File: src/rtl/cvxif_mac4b_issuer.sv
// cvxif_mac4b_issuer
// -------------------------------------------------------------------------
// Core-side initiator for the CV-X-IF MAC4B offload. It takes operand-pair
// commands from a local stream and issues each one to the coprocessor. It
// then commits the instruction and collects the 4-lane MAC result. Results
// are summed over a burst that ends on a command flagged 'last'. The total
// is handed back together with an error code.
//
// Ports
//   clk_i, rst_ni        clock, synchronous active-low reset
//   cmd_valid_i/ready_o  command handshake (ready only in IDLE, out of reset)
//   cmd_rs1_i/rs2_i      packed 8-bit inputs / weights
//   cmd_rd_i, cmd_last_i destination tag, end-of-burst marker
//   cvxif_req_o          issue / commit / result-ready toward coprocessor
//   cvxif_resp_i         coprocessor response
//   acc_valid_o/ready_i  burst result handshake
//   acc_o, acc_cnt_o     accumulated sum and number of results
//   acc_err_o            00 ok, 01 rejected, 10 timeout, 11 bad result
// -------------------------------------------------------------------------

package cvxif_mac4b_pkg;

    localparam int X_ID_WIDTH = 4;
    localparam int X_NUM_RS   = 2;

    typedef struct packed {
        logic [15:0]           instr;
        logic [X_ID_WIDTH-1:0] id;
    } x_compressed_req_t;

    typedef struct packed {
        logic [31:0]                   instr;
        logic [X_ID_WIDTH-1:0]         id;
        logic [X_NUM_RS-1:0][31:0]     rs;
        logic [X_NUM_RS-1:0]           rs_valid;
    } x_issue_req_t;

    typedef struct packed {
        logic [X_ID_WIDTH-1:0] id;
        logic                  commit_kill;
    } x_commit_t;

    typedef struct packed {
        logic       exc;
        logic [5:0] exccode;
    } x_mem_resp_t;

    typedef struct packed {
        logic                  x_compressed_valid;
        x_compressed_req_t     x_compressed_req;
        logic                  x_issue_valid;
        x_issue_req_t          x_issue_req;
        logic                  x_commit_valid;
        x_commit_t             x_commit;
        logic                  x_mem_ready;
        x_mem_resp_t           x_mem_resp;
        logic                  x_result_ready;
    } cvxif_req_t;

    typedef struct packed {
        logic accept;
        logic writeback;
        logic exc;
    } x_issue_resp_t;

    typedef struct packed {
        logic [X_ID_WIDTH-1:0] id;
        logic [31:0]           data;
        logic [4:0]            rd;
        logic                  we;
        logic                  exc;
    } x_result_t;

    typedef struct packed {
        logic          x_compressed_ready;
        logic          x_issue_ready;
        x_issue_resp_t x_issue_resp;
        logic          x_mem_valid;
        logic          x_result_valid;
        x_result_t     x_result;
    } cvxif_resp_t;

endpackage

module cvxif_mac4b_issuer
    import cvxif_mac4b_pkg::*;
#(
    parameter logic [31:0] MacInstr      = 32'h0000_007B,
    parameter int unsigned TimeoutCycles = 16
) (
    input  logic        clk_i,
    input  logic        rst_ni,
    input  logic        cmd_valid_i,
    output logic        cmd_ready_o,
    input  logic [31:0] cmd_rs1_i,
    input  logic [31:0] cmd_rs2_i,
    input  logic [4:0]  cmd_rd_i,
    input  logic        cmd_last_i,
    output cvxif_req_t  cvxif_req_o,
    input  cvxif_resp_t cvxif_resp_i,
    output logic        acc_valid_o,
    input  logic        acc_ready_i,
    output logic [31:0] acc_o,
    output logic [7:0]  acc_cnt_o,
    output logic [1:0]  acc_err_o
);

    localparam int unsigned TMO_W = $clog2(TimeoutCycles + 1);
    localparam logic [TMO_W-1:0] TMO_LAST = TMO_W'(TimeoutCycles - 1);

    localparam logic [1:0] ERR_OK       = 2'b00;
    localparam logic [1:0] ERR_REJECT   = 2'b01;
    localparam logic [1:0] ERR_TIMEOUT  = 2'b10;
    localparam logic [1:0] ERR_MISMATCH = 2'b11;

    typedef enum logic [2:0] {
        S_IDLE   = 3'd0,
        S_ISSUE  = 3'd1,
        S_COMMIT = 3'd2,
        S_WAIT   = 3'd3,
        S_DONE   = 3'd4
    } state_e;

    state_e                state_r,  state_s;
    logic [31:0]           rs1_r,    rs1_s;
    logic [31:0]           rs2_r,    rs2_s;
    logic [4:0]            rd_r,     rd_s;
    logic                  last_r,   last_s;
    logic [X_ID_WIDTH-1:0] id_r,     id_s;
    logic [X_ID_WIDTH-1:0] iss_id_r, iss_id_s;
    logic [31:0]           acc_r,    acc_s;
    logic [7:0]            cnt_r,    cnt_s;
    logic [1:0]            err_r,    err_s;
    logic [TMO_W-1:0]      tmo_r,    tmo_s;
    logic                  result_ok_s;
    cvxif_req_t            req_s;

    // Response fields this initiator has no use for.
    logic unused_resp_s;
    assign unused_resp_s = ^{cvxif_resp_i.x_compressed_ready,
                             cvxif_resp_i.x_issue_resp.writeback,
                             cvxif_resp_i.x_issue_resp.exc,
                             cvxif_resp_i.x_mem_valid};

    // State and datapath registers with synchronous reset.
    always_ff @(posedge clk_i) begin
        if (!rst_ni) begin
            state_r  <= S_IDLE;
            rs1_r    <= 32'd0;
            rs2_r    <= 32'd0;
            rd_r     <= 5'd0;
            last_r   <= 1'b0;
            id_r     <= '0;
            iss_id_r <= '0;
            acc_r    <= 32'd0;
            cnt_r    <= 8'd0;
            err_r    <= ERR_OK;
            tmo_r    <= '0;
        end else begin
            state_r  <= state_s;
            rs1_r    <= rs1_s;
            rs2_r    <= rs2_s;
            rd_r     <= rd_s;
            last_r   <= last_s;
            id_r     <= id_s;
            iss_id_r <= iss_id_s;
            acc_r    <= acc_s;
            cnt_r    <= cnt_s;
            err_r    <= err_s;
            tmo_r    <= tmo_s;
        end
    end

    // A returned result is only accepted for the instruction we issued.
    always_comb begin
        result_ok_s = (cvxif_resp_i.x_result.id == iss_id_r) &&
                      (cvxif_resp_i.x_result.rd == rd_r) &&
                      cvxif_resp_i.x_result.we &&
                      !cvxif_resp_i.x_result.exc;
    end

    // Next-state and datapath update.
    always_comb begin
        state_s  = state_r;
        rs1_s    = rs1_r;
        rs2_s    = rs2_r;
        rd_s     = rd_r;
        last_s   = last_r;
        id_s     = id_r;
        iss_id_s = iss_id_r;
        acc_s    = acc_r;
        cnt_s    = cnt_r;
        err_s    = err_r;
        tmo_s    = tmo_r;

        case (state_r)
            S_IDLE: begin
                if (cmd_valid_i) begin
                    rs1_s   = cmd_rs1_i;
                    rs2_s   = cmd_rs2_i;
                    rd_s    = cmd_rd_i;
                    last_s  = cmd_last_i;
                    state_s = S_ISSUE;
                end else begin
                    state_s = S_IDLE;
                end
            end
            S_ISSUE: begin
                if (cvxif_resp_i.x_issue_ready) begin
                    if (cvxif_resp_i.x_issue_resp.accept) begin
                        iss_id_s = id_r;
                        id_s     = id_r + X_ID_WIDTH'(1);
                        tmo_s    = '0;
                        state_s  = S_COMMIT;
                    end else begin
                        err_s   = ERR_REJECT;
                        state_s = S_DONE;
                    end
                end else begin
                    state_s = S_ISSUE;
                end
            end
            S_COMMIT, S_WAIT: begin
                // A result in the final counted cycle still beats the timeout.
                if (cvxif_resp_i.x_result_valid) begin
                    if (result_ok_s) begin
                        acc_s   = acc_r + cvxif_resp_i.x_result.data;
                        cnt_s   = cnt_r + 8'd1;
                        state_s = last_r ? S_DONE : S_IDLE;
                    end else begin
                        err_s   = ERR_MISMATCH;
                        state_s = S_DONE;
                    end
                end else if (tmo_r == TMO_LAST) begin
                    err_s   = ERR_TIMEOUT;
                    state_s = S_DONE;
                end else begin
                    tmo_s   = tmo_r + TMO_W'(1);
                    state_s = S_WAIT;
                end
            end
            S_DONE: begin
                if (acc_ready_i) begin
                    acc_s   = 32'd0;
                    cnt_s   = 8'd0;
                    err_s   = ERR_OK;
                    state_s = S_IDLE;
                end else begin
                    state_s = S_DONE;
                end
            end
            default: begin
                state_s = S_IDLE;
            end
        endcase
    end

    // Request decode from registered state; unused fields stay at zero.
    always_comb begin
        req_s = '0;
        case (state_r)
            S_ISSUE: begin
                req_s.x_issue_valid        = 1'b1;
                req_s.x_issue_req.instr    = {MacInstr[31:12], rd_r, MacInstr[6:0]};
                req_s.x_issue_req.id       = id_r;
                req_s.x_issue_req.rs[0]    = rs1_r;
                req_s.x_issue_req.rs[1]    = rs2_r;
                req_s.x_issue_req.rs_valid = {X_NUM_RS{1'b1}};
            end
            S_COMMIT: begin
                req_s.x_commit_valid          = 1'b1;
                req_s.x_commit.id             = iss_id_r;
                req_s.x_commit.commit_kill    = 1'b0;
                req_s.x_result_ready          = 1'b1;
            end
            S_WAIT: begin
                req_s.x_result_ready = 1'b1;
            end
            default: begin
                req_s = '0;
            end
        endcase
    end

    assign cvxif_req_o = req_s;
    assign cmd_ready_o = rst_ni && (state_r == S_IDLE);
    assign acc_valid_o = (state_r == S_DONE);
    assign acc_o       = acc_r;
    assign acc_cnt_o   = cnt_r;
    assign acc_err_o   = err_r;

endmodule

File: config.mk
export PLATFORM = sky130hd
export DESIGN_NAME = cvxif_mac4b_issuer
export DESIGN_NICKNAME = d
export VERILOG_FILES = /design/src/rtl/cvxif_mac4b_issuer.sv
export SDC_FILE = /design/constraint.sdc
export NUM_CORES = 1
export LEC_CHECK = 0
export BUFFER_PORTS_ARGS = -buffer_cell sky130_fd_sc_hd__buf_2
export CAP_MARGIN = 10
export CORE_MARGIN = 2
export CORE_UTILIZATION = 53
export CTS_CLUSTER_DIAMETER = 120
export DETAILED_ROUTE_END_ITERATION = 8
export PLACE_DENSITY = 0.84
export REMOVE_ABC_BUFFERS = 1
export SLEW_MARGIN = 0
export SYNTH_ARGS = -nofsm -noshare
export SYNTH_HDL_FRONTEND = slang
export SYNTH_SLANG_ARGS = --single-unit
File: constraint.sdc
create_clock -name clk_i -period 3.8 [get_ports clk_i]
set_input_delay 0.57 -clock clk_i [delete_from_list [all_inputs] [get_ports clk_i]]
set_output_delay 0.57 -clock clk_i [all_outputs]
set_load 0.005 [all_outputs]
==> flow_summary_export.csv <==
group,metric,value,unit
clock_tree,clock_sinks,128,
grt,grt.overflow.total,0,
detailed_routing,num_vias,7044,
timing,period_share,70.1,%
synth,yosys_warnings,0,
place,post_dp_cell_area,8710,um^2
worst_setup_path,cp.arrival,2.97,ns
power,p_int,0.00260,W
detailed_routing,dr.pass1.iters,5,
die,ios,307,
timing,final_max_slew_viol_count,0,
finish,drive_gt1_share,26.1,%
finish,finalNetCount,1326,
finish,nFillCells,1213,
timing,max_freq,375,MHz
die,die_w,124,um
grt,grt_max_degree,88,
synth,syn_area_per_cell,8.04,um^2
detailed_routing,drt_iter0_markers,446,
clock_tree,clock_latency,0.42,ns
power,p_leak,4.52,nW
die,initial_core_util,54.5,%
clock_tree,hold_buffers,0,
place,port_buffers,251,
min_path,hold_path_class,"primary input to register",
worst_setup_path,cp_max_fo,5,
grt,grt_pass1_vias,6352,
clock_tree,clk_path_buf_depth,2,
detailed_routing,wl,19.8,mm
power,seq_power_share,41.2,%
power,switching_share,24.9,%
outcome,status,"complete, no violations",
synth,synth_commonest_cells,"200 x nand2_1, 128 x dfxtp_1, 83 x and2_1, 79 x a21boi_0, 59 x buf_4",
finish,seqCellArea,2560,um^2
grt,grt_pass1_wl,30.6,mm
power,ir_worst_vdd,0.290,mV
place,gp_congestion,0.896,
worst_setup_path,crit_type,"register to register",
grt,track_usage,25.5,%
timing,tightestPinTransition,0.901,ns
timing,rsz0062_at_grt,"no",
clock_tree,cts_max_level,4,
grt,grt_antenna_before_repair,1,
die,rows,43,
power,p_sw,0.000862,W
synth,netlist-cell-type-count,62,
die,die_area,15300,um^2
clock_tree,cts_tree,"yes",
worst_setup_path,crit_required,4.11,ns
timing,hold_violations,0,
synth,synth_cells,945,
detailed_routing,drc,0,
timing,worst_slew_margin_rel,39.7,%
power,pwr_density_cell,373,nW/um^2
synth,yosysTopAreaCell,"dfxtp_1",
detailed_routing,vias_per_cell,5.19,
place,dp_cells,1327,
synth,synthTopCellsByArea,"dfxtp_1 34%, nand2_1 9.9%, a21boi_0 7.8%",
timing,layout_min_cycle_time,2.67,ns
clock_tree,clockRootBuffer,"clkbuf_16",
synth,syn_area,7600,um^2
detailed_routing,postRouteAntennaNets,0,
power,p_clk_share,47.2,%
die,die_h,124,um
place,place_hpwl,14.3,mm
run,cap_violations,0,
timing,setup_viol,0,
synth,async_flop_share,0,%
finish,stdcell_area,9290,um^2
synth,ys_seq_elements,128,
finish,area_growth,22.3,%
synth,seq_area_frac_synth,33.7,%
clock_tree,cts_inserted_buffers,17,
worst_setup_path,startpoint_type,"register",
timing,worst_clock_skew,0.00987,ns
power,power_frac_comb,11.6,%
detailed_routing,detail_route.wl_per_cell,14.6,um
clock_tree,clkTransAtPathRegs,0.06,ns
synth,yosysTopAreaCellShare,33.7,%
finish,stdcell_count,1358,
clock_tree,postCtsSetupBuffers,0,
die,core,13900,um^2
finish,multi_input_area,4540,um^2
clock_tree,ctsResizeCount,0,
worst_setup_path,endpoint_kind,"register",
synth,synth.most_common_cell,"nand2_1",
synth,synthFlopType,"dfxtp_1",
synth,synth_edf_count,0,
[placed cells by master (no fill, tap or decap), types with 3 or more instances in the layout]
cell        netlist  routed
o21ai_1           7       7
nor4_1            3       3
nand2_1         200     199
a21o_1           15      15
xor2_1           25      25
clkbuf_16         0      17
nor3_1            8       8
nand2b_1          5       5
nand3_1          13      13
dfxtp_1         128     128
a21boi_0         79      79
bufinv_16         0       3
mux2i_1           3       3
a22oi_1          11      11
a21oi_1          30      30
nor3b_1           4       3
o21ai_0          23      23
buf_2             0     251
conb_1            1      51
xnor2_1          21      21
inv_1            16      16
and3_1            5       5
o21bai_1         10      10
clkinvlp_4        0       4
o31ai_1           4       4
buf_4            59       6
nand4_1          14      14
nand3b_1          3       3
ha_1             35      35
a211oi_1          3       3
nor2b_1          18      18
and2_1           83      82
a31oi_1           7       7
o21a_1            5       5
o31a_1            3       3
nor2_1           25      25
[sequential cells by signal, indices dropped and copies added, names as in the netlist]
signal / flops
acc_cnt_o: 8
acc_err_o: 2
acc_o: 32
id_r: 4
iss_id_r: 4
last_r: 1
rd_r: 5
rs1_r: 32
rs2_r: 32
state_r: 3
tmo_r: 5
[stage by stage]
stage	total power [W]	setup WS [ns]	TNS [ns]	hold WS [ns]	util [%]
final	0.00346	1.13	0	0.392	66.7
after detailed placement	0.00186	0.831	0	0.453	62.5
after floorplan	0.00167	-1.58	-118.91	0.439	-
after CTS	0.00349	1.18	0	0.381	66.7
after global placement	0.00185	0.838	0	0.445	62.5
after global routing	0.00360	0.951	0	0.390	66.7
[power by group through the flow]
| stage | logic, W | clock network (W) | registers [W] |
|---|---|---|---|
| 2_1_floorplan | 0.000225 | 0 | 0.00145 |
| 3_3_place_gp | 0.000394 | 0 | 0.00145 |
| 3_5_place_dp | 0.000400 | 0 | 0.00146 |
| 4_1_cts | 0.000403 | 0.00166 | 0.00143 |
| 5_1_grt | 0.000453 | 0.00172 | 0.00143 |
| 6_report | 0.000402 | 0.00164 | 0.00143 |
[final timing paths]
check | from | to | slack, ns | depth (start not counted)
worst max-delay path | acc_o[0] | acc_o[30] | 1.13 | 11
worst min-delay path | cmd_rs1_i[23] | rs1_r[23] | 0.39 | 3
worst max register to register | acc_o[0] | acc_o[30] | 1.13 | 11
worst min register to register | rs2_r[11] | rs2_r[11] | 0.46 | 2
[layout make-up]
type                    instances  share of cell area (%)
diodes                          1                  0.0269
multi-input cells             745                    48.8
inverters                      16                   0.646
flip-flops and latches        128                    27.6
clock inverters                10                    1.49
well taps                     180                    2.42
clock buffers                  20                    4.81
repair buffers                258                    14.2
[layer usage]
metal	share of wire, %	wire (um)	GRT usage (%)
met1	41	8130	30.4
met2	48	9530	42.5
met5	0	0	0
met4	1.7	344	8.24
met3	8.9	1770	9.20
[logic make-up after synthesis]
family	synth area share, %
xor+xnor	5.30
fa+ha+maj	6.03
other cells	0.0494
flops	33.7
buf+inv	9.14
simple gates	24.6
mux	0.395
compound gates	20.8
[worst max-delay path, cell delays in order, from the launching register on]
cell and delay, ns:
dfxtp_1 0.36, ha_1 0.22, fa_1 0.22, a21oi_1 0.09
o21ai_0 0.24, nand2_1 0.14, o31ai_1 0.32, or2_1 0.25
a21oi_4 0.11, o31ai_1 0.32, mux2i_1 0.22, nand2_1 0.06
No activity file was read; power rests on OpenSTA's default activity.
